[src/rtl/wr_streamer_pair.sv]
// Paired record streamer: TX packs buffered records into frames on a 16-bit pipelined
// Wishbone source; RX filters frames from a sink, unpacks records, tracks sequence and latency.
module wr_streamer_pair #(
  parameter int g_data_width     = 64,
  parameter int g_tx_threshold   = 8,
  parameter int g_tx_buffer_size = 16,
  parameter int g_tx_max_records = 16,
  parameter int g_tx_timeout     = 512,
  parameter int g_rx_buffer_size = 32
) (
  input  logic                    clk,
  input  logic                    rst,
  input  logic [27:0]             tm_cycles_i,
  input  logic [47:0]             cfg_mac_tx_i,
  input  logic [47:0]             cfg_mac_rx_i,
  input  logic [15:0]             cfg_ethertype_i,
  input  logic [g_data_width-1:0] tx_data_i,
  input  logic                    tx_valid_i,
  output logic                    tx_dreq_o,
  output logic [15:0]             src_dat_o,
  output logic [1:0]              src_adr_o,
  output logic [1:0]              src_sel_o,
  output logic                    src_cyc_o,
  output logic                    src_stb_o,
  output logic                    src_we_o,
  input  logic                    src_stall_i,
  input  logic                    src_ack_i,
  input  logic                    src_err_i,
  input  logic [15:0]             snk_dat_i,
  input  logic [1:0]              snk_adr_i,
  input  logic [1:0]              snk_sel_i,
  input  logic                    snk_cyc_i,
  input  logic                    snk_stb_i,
  input  logic                    snk_we_i,
  output logic                    snk_stall_o,
  output logic                    snk_ack_o,
  output logic                    snk_err_o,
  output logic                    snk_rty_o,
  output logic [g_data_width-1:0] rx_data_o,
  output logic                    rx_valid_o,
  input  logic                    rx_dreq_i,
  output logic                    rx_lost_o,
  output logic [27:0]             rx_latency_o,
  output logic                    rx_latency_valid_o
);
  localparam int W  = g_data_width / 16;
  localparam int WK = (W > 1) ? $clog2(W) : 1;
  localparam int TA = $clog2(g_tx_buffer_size);
  localparam int TC = $clog2(g_tx_buffer_size + 1);
  localparam int RA = $clog2(g_rx_buffer_size);
  localparam int RC = $clog2(g_rx_buffer_size + 1);
  localparam int TO = $clog2(g_tx_timeout + 1);
  localparam logic [TA-1:0] TX_LAST = TA'(g_tx_buffer_size - 1);
  localparam logic [RA-1:0] RX_LAST = RA'(g_rx_buffer_size - 1);
  localparam logic [WK-1:0] WK_LAST = WK'(W - 1);

  typedef enum logic [1:0] {S_IDLE, S_HEADER, S_DATA, S_WAIT} tx_state_t;
  typedef enum logic [1:0] {R_HDR, R_DATA, R_SKIP} rx_state_t;

  // Fabric words within a record go out most-significant first.
  function automatic logic [15:0] rec_word(input logic [g_data_width-1:0] rec,
                                           input logic [WK-1:0] k);
    return rec[(W - 1 - int'(k)) * 16 +: 16];
  endfunction

  tx_state_t               tx_st;
  logic [g_data_width-1:0] tx_mem [g_tx_buffer_size];
  logic [TA-1:0]           tx_wr, tx_rd, tx_wr_inc, tx_rd_inc;
  logic [TC-1:0]           tx_cnt, tx_cnt_nxt;
  logic                    tx_push, tx_pop, adv, launch;
  logic [TO-1:0]           to_cnt;
  logic [3:0]              hdr_idx;
  logic [WK-1:0]           wk;
  logic [15:0]             rec_idx, nrec, n_launch, seq_l, tx_seq;
  logic [27:0]             ts_l;
  logic [7:0]              outst, outst_nxt;

  function automatic logic [15:0] hdr_word(input logic [3:0] idx);
    case (idx)
      4'd0:    return cfg_mac_rx_i[47:32];
      4'd1:    return cfg_mac_rx_i[31:16];
      4'd2:    return cfg_mac_rx_i[15:0];
      4'd3:    return cfg_mac_tx_i[47:32];
      4'd4:    return cfg_mac_tx_i[31:16];
      4'd5:    return cfg_mac_tx_i[15:0];
      4'd6:    return cfg_ethertype_i;
      4'd7:    return seq_l;
      4'd8:    return ts_l[27:12];
      4'd9:    return {4'h0, ts_l[11:0]};
      default: return nrec;
    endcase
  endfunction

  assign tx_wr_inc  = (tx_wr == TX_LAST) ? '0 : tx_wr + 1'b1;
  assign tx_rd_inc  = (tx_rd == TX_LAST) ? '0 : tx_rd + 1'b1;
  assign adv        = src_stb_o && !src_stall_i;
  assign tx_pop     = (tx_st == S_DATA) && adv && !src_err_i && (wk == WK_LAST);
  assign tx_push    = tx_valid_i && ((tx_cnt != TC'(g_tx_buffer_size)) || tx_pop);
  assign tx_cnt_nxt = tx_cnt + TC'(tx_push) - TC'(tx_pop);
  assign outst_nxt  = outst + 8'(adv) - 8'(src_ack_i);
  assign launch     = (tx_st == S_IDLE) &&
                      ((tx_cnt >= TC'(g_tx_threshold)) ||
                       ((tx_cnt != '0) && (to_cnt == TO'(g_tx_timeout))));
  assign n_launch   = (int'(tx_cnt) > g_tx_max_records) ? 16'(g_tx_max_records) : 16'(tx_cnt);

  always_ff @(posedge clk)
    if (tx_push) tx_mem[tx_wr] <= tx_data_i;

  always_ff @(posedge clk) begin
    if (!rst) begin
      tx_wr     <= '0;
      tx_rd     <= '0;
      tx_cnt    <= '0;
      tx_dreq_o <= 1'b0;
    end else begin
      if (tx_push) tx_wr <= tx_wr_inc;
      if (tx_pop)  tx_rd <= tx_rd_inc;
      tx_cnt    <= tx_cnt_nxt;
      tx_dreq_o <= (int'(tx_cnt_nxt) <= g_tx_buffer_size - 2);
    end
  end

  // TX fabric source
  always_ff @(posedge clk) begin
    if (!rst) begin
      tx_st     <= S_IDLE;
      src_cyc_o <= 1'b0;
      src_stb_o <= 1'b0;
      src_we_o  <= 1'b0;
      src_sel_o <= 2'b00;
      src_adr_o <= 2'b00;
      src_dat_o <= '0;
      hdr_idx   <= '0;
      wk        <= '0;
      rec_idx   <= '0;
      nrec      <= '0;
      tx_seq    <= '0;
      outst     <= '0;
      to_cnt    <= '0;
    end else if (tx_st != S_IDLE && src_err_i) begin
      tx_st     <= S_IDLE;
      src_cyc_o <= 1'b0;
      src_stb_o <= 1'b0;
      src_we_o  <= 1'b0;
      src_sel_o <= 2'b00;
      outst     <= '0;
    end else begin
      case (tx_st)
        S_IDLE: begin
          outst <= '0;
          if (launch) begin
            to_cnt    <= '0;
            nrec      <= n_launch;
            ts_l      <= tm_cycles_i;
            seq_l     <= tx_seq;
            tx_seq    <= tx_seq + 16'd1;
            hdr_idx   <= '0;
            wk        <= '0;
            rec_idx   <= '0;
            src_cyc_o <= 1'b1;
            src_stb_o <= 1'b1;
            src_we_o  <= 1'b1;
            src_sel_o <= 2'b11;
            src_dat_o <= cfg_mac_rx_i[47:32];
            tx_st     <= S_HEADER;
          end else if (tx_cnt_nxt != '0) begin
            to_cnt <= to_cnt + 1'b1;
          end else begin
            to_cnt <= '0;
          end
        end
        S_HEADER: begin
          outst <= outst_nxt;
          if (adv) begin
            if (hdr_idx == 4'd10) begin
              tx_st     <= S_DATA;
              src_dat_o <= rec_word(tx_mem[tx_rd], '0);
            end else begin
              hdr_idx   <= hdr_idx + 4'd1;
              src_dat_o <= hdr_word(hdr_idx + 4'd1);
            end
          end
        end
        S_DATA: begin
          outst <= outst_nxt;
          if (adv) begin
            if (wk == WK_LAST) begin
              wk <= '0;
              if (rec_idx == nrec - 16'd1) begin
                src_stb_o <= 1'b0;
                tx_st     <= S_WAIT;
              end else begin
                rec_idx   <= rec_idx + 16'd1;
                src_dat_o <= rec_word(tx_mem[tx_rd_inc], '0);
              end
            end else begin
              wk        <= wk + 1'b1;
              src_dat_o <= rec_word(tx_mem[tx_rd], wk + 1'b1);
            end
          end
        end
        default: begin
          outst <= outst_nxt;
          if (outst_nxt == '0) begin
            src_cyc_o <= 1'b0;
            src_we_o  <= 1'b0;
            src_sel_o <= 2'b00;
            tx_st     <= S_IDLE;
          end
        end
      endcase
    end
  end

  rx_state_t                rx_st;
  logic [g_data_width-1:0]  rx_mem [g_rx_buffer_size];
  logic [g_data_width-17:0] rx_sr;
  logic [g_data_width-1:0]  rx_rec;
  logic [RA-1:0]            rx_wr, rx_rd;
  logic [RC-1:0]            rx_cnt;
  logic                     acc, rx_push, rx_pop, hdr_ok, seq_seen;
  logic [3:0]               rx_idx;
  logic [WK-1:0]            rk;
  logic [15:0]              rn, rrec, exp_seq;
  logic [27:0]              rts;
  logic                     unused_snk;

  assign unused_snk  = ^{snk_adr_i, snk_sel_i, snk_we_i};
  assign snk_stall_o = (rx_cnt == RC'(g_rx_buffer_size));
  assign snk_err_o   = 1'b0;
  assign snk_rty_o   = 1'b0;
  assign acc         = snk_cyc_i && snk_stb_i && !snk_stall_o;
  assign rx_rec      = {rx_sr, snk_dat_i};
  assign rx_push     = acc && (rx_st == R_DATA) && (rk == WK_LAST);
  assign rx_pop      = rx_dreq_i && (rx_cnt != '0);

  // RX fabric sink
  always_ff @(posedge clk) begin
    if (!rst) begin
      rx_st              <= R_HDR;
      rx_idx             <= '0;
      hdr_ok             <= 1'b1;
      seq_seen           <= 1'b0;
      exp_seq            <= '0;
      rk                 <= '0;
      rrec               <= '0;
      rn                 <= '0;
      snk_ack_o          <= 1'b0;
      rx_lost_o          <= 1'b0;
      rx_latency_o       <= '0;
      rx_latency_valid_o <= 1'b0;
    end else begin
      snk_ack_o          <= acc;
      rx_lost_o          <= 1'b0;
      rx_latency_valid_o <= 1'b0;
      if (!snk_cyc_i) begin
        rx_st  <= R_HDR;
        rx_idx <= '0;
        hdr_ok <= 1'b1;
        rk     <= '0;
        rrec   <= '0;
      end else if (acc) begin
        case (rx_st)
          R_HDR: begin
            rx_idx <= rx_idx + 4'd1;
            case (rx_idx)
              4'd0: hdr_ok <= hdr_ok && (snk_dat_i == cfg_mac_rx_i[47:32]);
              4'd1: hdr_ok <= hdr_ok && (snk_dat_i == cfg_mac_rx_i[31:16]);
              4'd2: hdr_ok <= hdr_ok && (snk_dat_i == cfg_mac_rx_i[15:0]);
              4'd3: hdr_ok <= hdr_ok && (snk_dat_i == cfg_mac_tx_i[47:32]);
              4'd4: hdr_ok <= hdr_ok && (snk_dat_i == cfg_mac_tx_i[31:16]);
              4'd5: hdr_ok <= hdr_ok && (snk_dat_i == cfg_mac_tx_i[15:0]);
              4'd6: hdr_ok <= hdr_ok && (snk_dat_i == cfg_ethertype_i);
              4'd7: if (hdr_ok) begin
                rx_lost_o <= seq_seen && (snk_dat_i != exp_seq);
                exp_seq   <= snk_dat_i + 16'd1;
                seq_seen  <= 1'b1;
              end
              4'd8: rts[27:12] <= snk_dat_i;
              4'd9: rts[11:0]  <= snk_dat_i[11:0];
              default: begin
                rn    <= snk_dat_i;
                rx_st <= (hdr_ok && snk_dat_i != 16'd0) ? R_DATA : R_SKIP;
              end
            endcase
          end
          R_DATA: begin
            rx_sr <= rx_rec[g_data_width-17:0];
            if (rk == WK_LAST) begin
              rk   <= '0;
              rrec <= rrec + 16'd1;
              if (rrec == rn - 16'd1) begin
                rx_latency_o       <= tm_cycles_i - rts;
                rx_latency_valid_o <= 1'b1;
                rx_st              <= R_SKIP;
              end
            end else begin
              rk <= rk + 1'b1;
            end
          end
          default: ;
        endcase
      end
    end
  end

  always_ff @(posedge clk)
    if (rx_push) rx_mem[rx_wr] <= rx_rec;

  always_ff @(posedge clk) begin
    if (!rst) begin
      rx_wr      <= '0;
      rx_rd      <= '0;
      rx_cnt     <= '0;
      rx_valid_o <= 1'b0;
      rx_data_o  <= '0;
    end else begin
      if (rx_push) rx_wr <= (rx_wr == RX_LAST) ? '0 : rx_wr + 1'b1;
      if (rx_pop) begin
        rx_rd     <= (rx_rd == RX_LAST) ? '0 : rx_rd + 1'b1;
        rx_data_o <= rx_mem[rx_rd];
      end
      rx_valid_o <= rx_pop;
      rx_cnt     <= rx_cnt + RC'(rx_push) - RC'(rx_pop);
    end
  end
endmodule

[config.mk]
export PLATFORM = sky130hd
export DESIGN_NAME = wr_streamer_pair
export DESIGN_NICKNAME = d
export VERILOG_FILES = /design/src/rtl/wr_streamer_pair.sv
export SDC_FILE = /design/constraint.sdc
export NUM_CORES = 2
export LEC_CHECK = 0
export CORE_MARGIN = 5
export CORE_UTILIZATION = 62
export CTS_BUF_LIST = sky130_fd_sc_hd__clkbuf_16
export DETAILED_ROUTE_END_ITERATION = 7
export PLACE_DENSITY = 0.87
export SYNTH_ARGS = -nofsm -noshare
export SYNTH_HDL_FRONTEND = slang
export SYNTH_SLANG_ARGS = --single-unit
export TNS_END_PERCENT = 5
[constraint.sdc]
create_clock -name clk -period 10.1 [get_ports clk]
set_input_delay 2.02 -clock clk [delete_from_list [all_inputs] [get_ports clk]]
set_output_delay 2.02 -clock clk [all_outputs]
set_load 0.05 [all_outputs]
==> results.py <==
metrics = {
    "worst_setup_path": {
        "worstRegToRegCells": 8,
        "required_ns": 10.87,
        "reg2reg_setup_slack_ns": 4.30,
        "slowest_delay_ns": 1.45,
        "crit_type": "register to register",
        "end_kind": "register",
        "start_kind": "register",
        "crit_end": "src_dat_o[13]",
        "critPathMaxFanout": 49,
        "r2r_end": "src_dat_o[13]",
        "cp_common_cell": "buf_4",
        "crit_path_top_delay_cell": "a2111oi_0",
        "path_cells": "buf_4, buf_4, mux4_2, a22oi_1, a21oi_1, o311a_1, a2111oi_0, o22ai_1",
        "critPathArrivalTime_ns": 6.57,
    },
    "floorplanning": {
        "die-area_sq_um": 232800,
        "core_area_sq_um": 222300,
        "die_h_um": 482.5,
        "die_w_um": 482.5,
        "start_util": 0.6227,
        "rows": 173,
        "io_pins": 357,
    },
    "timing": {
        "rsz0062_at_grt": "no",
        "slew_headroom": -0.2955,
        "min_period_ns": 5.796,
        "clock_skew_ns": 0.09473,
        "fmax_ghz": 0.1725,
        "tightest_slew_ns": 1.894,
        "finalMaxSlewViolations": 2,
        "finalHoldViolCount": 0,
        "setup-violations-final": 0,
        "setup_slack_ns": 4.304,
        "fin_crit_sh": 0.5739,
        "finalSetupTns_ns": 0,
    },
    "route": {
        "firstDrtPassIters": 8,
        "drt_iter0_drc": 17681,
        "detail-route-antenna-nets": 0,
        "drt-total-wl_mm": 476.5,
        "avgViaCountPerCell": 7.907,
        "wl_per_cell_um": 44.30,
        "vias": 85052,
        "route.detailed.drc": 1,
    },
    "clocking": {
        "cts_setup_buffers": 0,
        "holdBufCountCts": 0,
        "cts_tree": "yes",
        "cts_resized": 0,
        "cts_buffer_depth": 4,
        "clk_pin_slew_ns": 0.07,
        "htreeDepth": 5,
        "cts_made_buffers": 345,
        "clkLatencyLatePin_ns": 1.01,
        "cts.sinks": 3461,
        "cts_root_buf": "clkbuf_16",
    },
    "global_route": {
        "antenna_found_initial": 55,
        "grt_overflow_total": 0,
        "grt_max_degree": 173,
        "grt_pass1_wl_mm": 648.5,
        "grt_pass1_vias": 82723,
        "grtUsageTotal": 0.4005,
    },
    "cells_and_area": {
        "final_nets": 7792,
        "regArea_sq_um": 101300,
        "area_delta_synth_final_pct": 13.42,
        "multi_input_area_sq_um": 35600,
        "design_area_sq_um": 157000,
        "n_fill_cell": 11930,
        "final_layout_size_suffix_gt1_frac": 0.2184,
    },
    "place": {
        "gp_congestion": 0.9816,
        "place_worst_setup_slack_ns": 3.880,
        "portBuffers": 347,
        "placed_cell_area_sq_um": 145700,
        "dpl.hpwl_mm": 235.3,
    },
    "yosys": {
        "syn_avg_cell_area_sq_um": 19.72,
        "yosys.area_share.simple": 0.02973,
        "yosys-top-cells-count": "edfxtp_1, mux4_2, nor2_1",
        "syn_inst": 7020,
        "yosysTopAreaCellShare": 0.6925,
        "yosysSeqAreaShare": 0.7314,
        "synthAdderAreaFrac": 0.008804,
        "synth_area_sq_um": 138400,
        "synth_most_common_cell": "edfxtp_1",
        "async_flop_share": 0,
        "synth_seq_cells": 3461,
        "synth_top_family_by_area": "multiplexers",
        "yosysUniqueCellTypes": 89,
        "synth_compound_area_frac": 0.04114,
        "synth_xor_area_frac": 0.009238,
        "synth_warnings": 0,
        "synth_edf_count": 3192,
        "synthMuxAreaShare": 0.1648,
        "synth_top_cells_by_area": "edfxtp_1, mux4_2, dfxtp_1, mux2i_1, nor2_1",
        "synth_area_leader_cell": "edfxtp_1",
        "synthFlopType": "edfxtp_1",
    },
    "worst_hold_path": {
        "hold_start": "rx_latency_o[5]",
        "hold_path.class": "register to register",
        "whs_path_depth": 2,
    },
    "pwr": {
        "p_total_mw": 34.09,
        "cellPowerDensity_nw_per_um2": 217.1,
        "ir_drop_uv": 256.6,
        "leakage_nw": 49.04,
    },
    "flow_run": {
        "cap_viol_max_count": 1,
    },
    "run_status": {
        "outcome": "finished, violations left",
        "violations": "design-rule violations, max-capacitance violations, max-slew violations",
    },
}
-- logic make-up (layout without fill, tap and decap cells) --
kind of cell             Yosys count  count (layout)
AO/OA/AOI/OAI                    825             825
XOR/XNOR                         146             146
adder cells (fa/ha/maj)           95              95
buffers and inverters            527            1237
flip-flops                      3461            3461
multiplexers                    1107            1107
other                              1              52
AND/OR/NAND/NOR                  858             858
-- flip-flops by register name, indices dropped and copies added (netlist names), 16 cells and up, named ones only --
name,count
rx_mem,2048
tx_mem,1024
rx_data_o,64
rx_sr,48
rts,28
rx_latency_o,28
ts_l,28
exp_seq,16
rec_idx,16
rn,16
rrec,16
seq_l,16
src_dat_o,16
tx_seq,16
-- area by class of cell --
type | count | area share
Sequential cell | 3461 | 0.6450
Clock buffer | 356 | 0.05675
Multi-Input combinational cell | 3035 | 0.2268
Inverter | 107 | 0.002638
Timing Repair Buffer | 513 | 0.03030
Antenna cell | 48 | 0.0007651
Tap cell | 2975 | 0.02371
Clock inverter | 261 | 0.01404
-- critical path, delay by kind of cell, from the launching register on --
| family | cells | cell delay [ns] |
|---|---|---|
| buffers and inverters | 2 | 1.81 |
| DFF | 1 | 0.64 |
| AOI/OAI and AO/OA | 5 | 2.42 |
| muxes | 1 | 0.66 |
-- layer usage --
| metal | wire, um | vias up | GRT usage | part of all wire |
|---|---|---|---|---|
| met2 | 218500 | 10538 | 0.6145 | 0.46 |
| met1 | 144200 | 41892 | 0.5071 | 0.30 |
| met3 | 71560 | 2531 | 0.1210 | 0.15 |
| li1 | - | 30063 | - | - |
| met4 | 42060 | 28 | 0.2517 | 0.088 |
| met5 | 202 | - | 0.003064 | 0.00042 |
-- cell usage in the layout (no fill, tap or decap), types with 59 or more instances in the layout --
cell type / Yosys / routed
a211oi_1: 134 / 134
a21oi_1: 171 / 171
a22oi_1: 153 / 153
buf_4: 7 / 155
clkbuf_16: 0 / 356
clkdlybuf4s50_1: 0 / 330
clkinv_1: 2 / 73
clkinv_2: 0 / 59
dfxtp_1: 269 / 262
edfxtp_1: 3192 / 3192
ha_1: 91 / 89
inv_1: 104 / 174
mux2i_1: 165 / 165
mux4_2: 937 / 937
nand2_1: 190 / 190
nand3_1: 66 / 66
nor2_1: 311 / 263
o21ai_0: 75 / 75
xnor2_1: 71 / 70
xor2_1: 75 / 75
-- report_power, final --
group / total, mW / internal (mW) / switching [mW]
combinational: 4.69 / 1.81 / 2.88
sequential: 16.2 / 15.9 / 0.313
clock: 13.2 / 7.38 / 5.85
total: 34.1 / 25.0 / 9.04
-- worst min-delay path by stage --
stage                             endpoint
final                      rx_latency_o[5]
after global routing             seq_l[15]
after floorplan                  seq_l[15]
after CTS                  rx_latency_o[5]
after global placement    rx_latency_o[19]
after detailed placement   rx_latency_o[5]
-- metrics by stage --
stage / utilization / instances / hold slack (ns)
after global routing: 0.7060 / 10736 / 0.4857
after floorplan: - / 7023 / 0.4280
after detailed placement: 0.6556 / 10090 / 0.4442
after global placement: 0.6555 / 10089 / 0.4394
after CTS: 0.7055 / 10707 / 0.4508
final: 0.7062 / 10756 / 0.4490
Power figures use the tool's default switching activity.
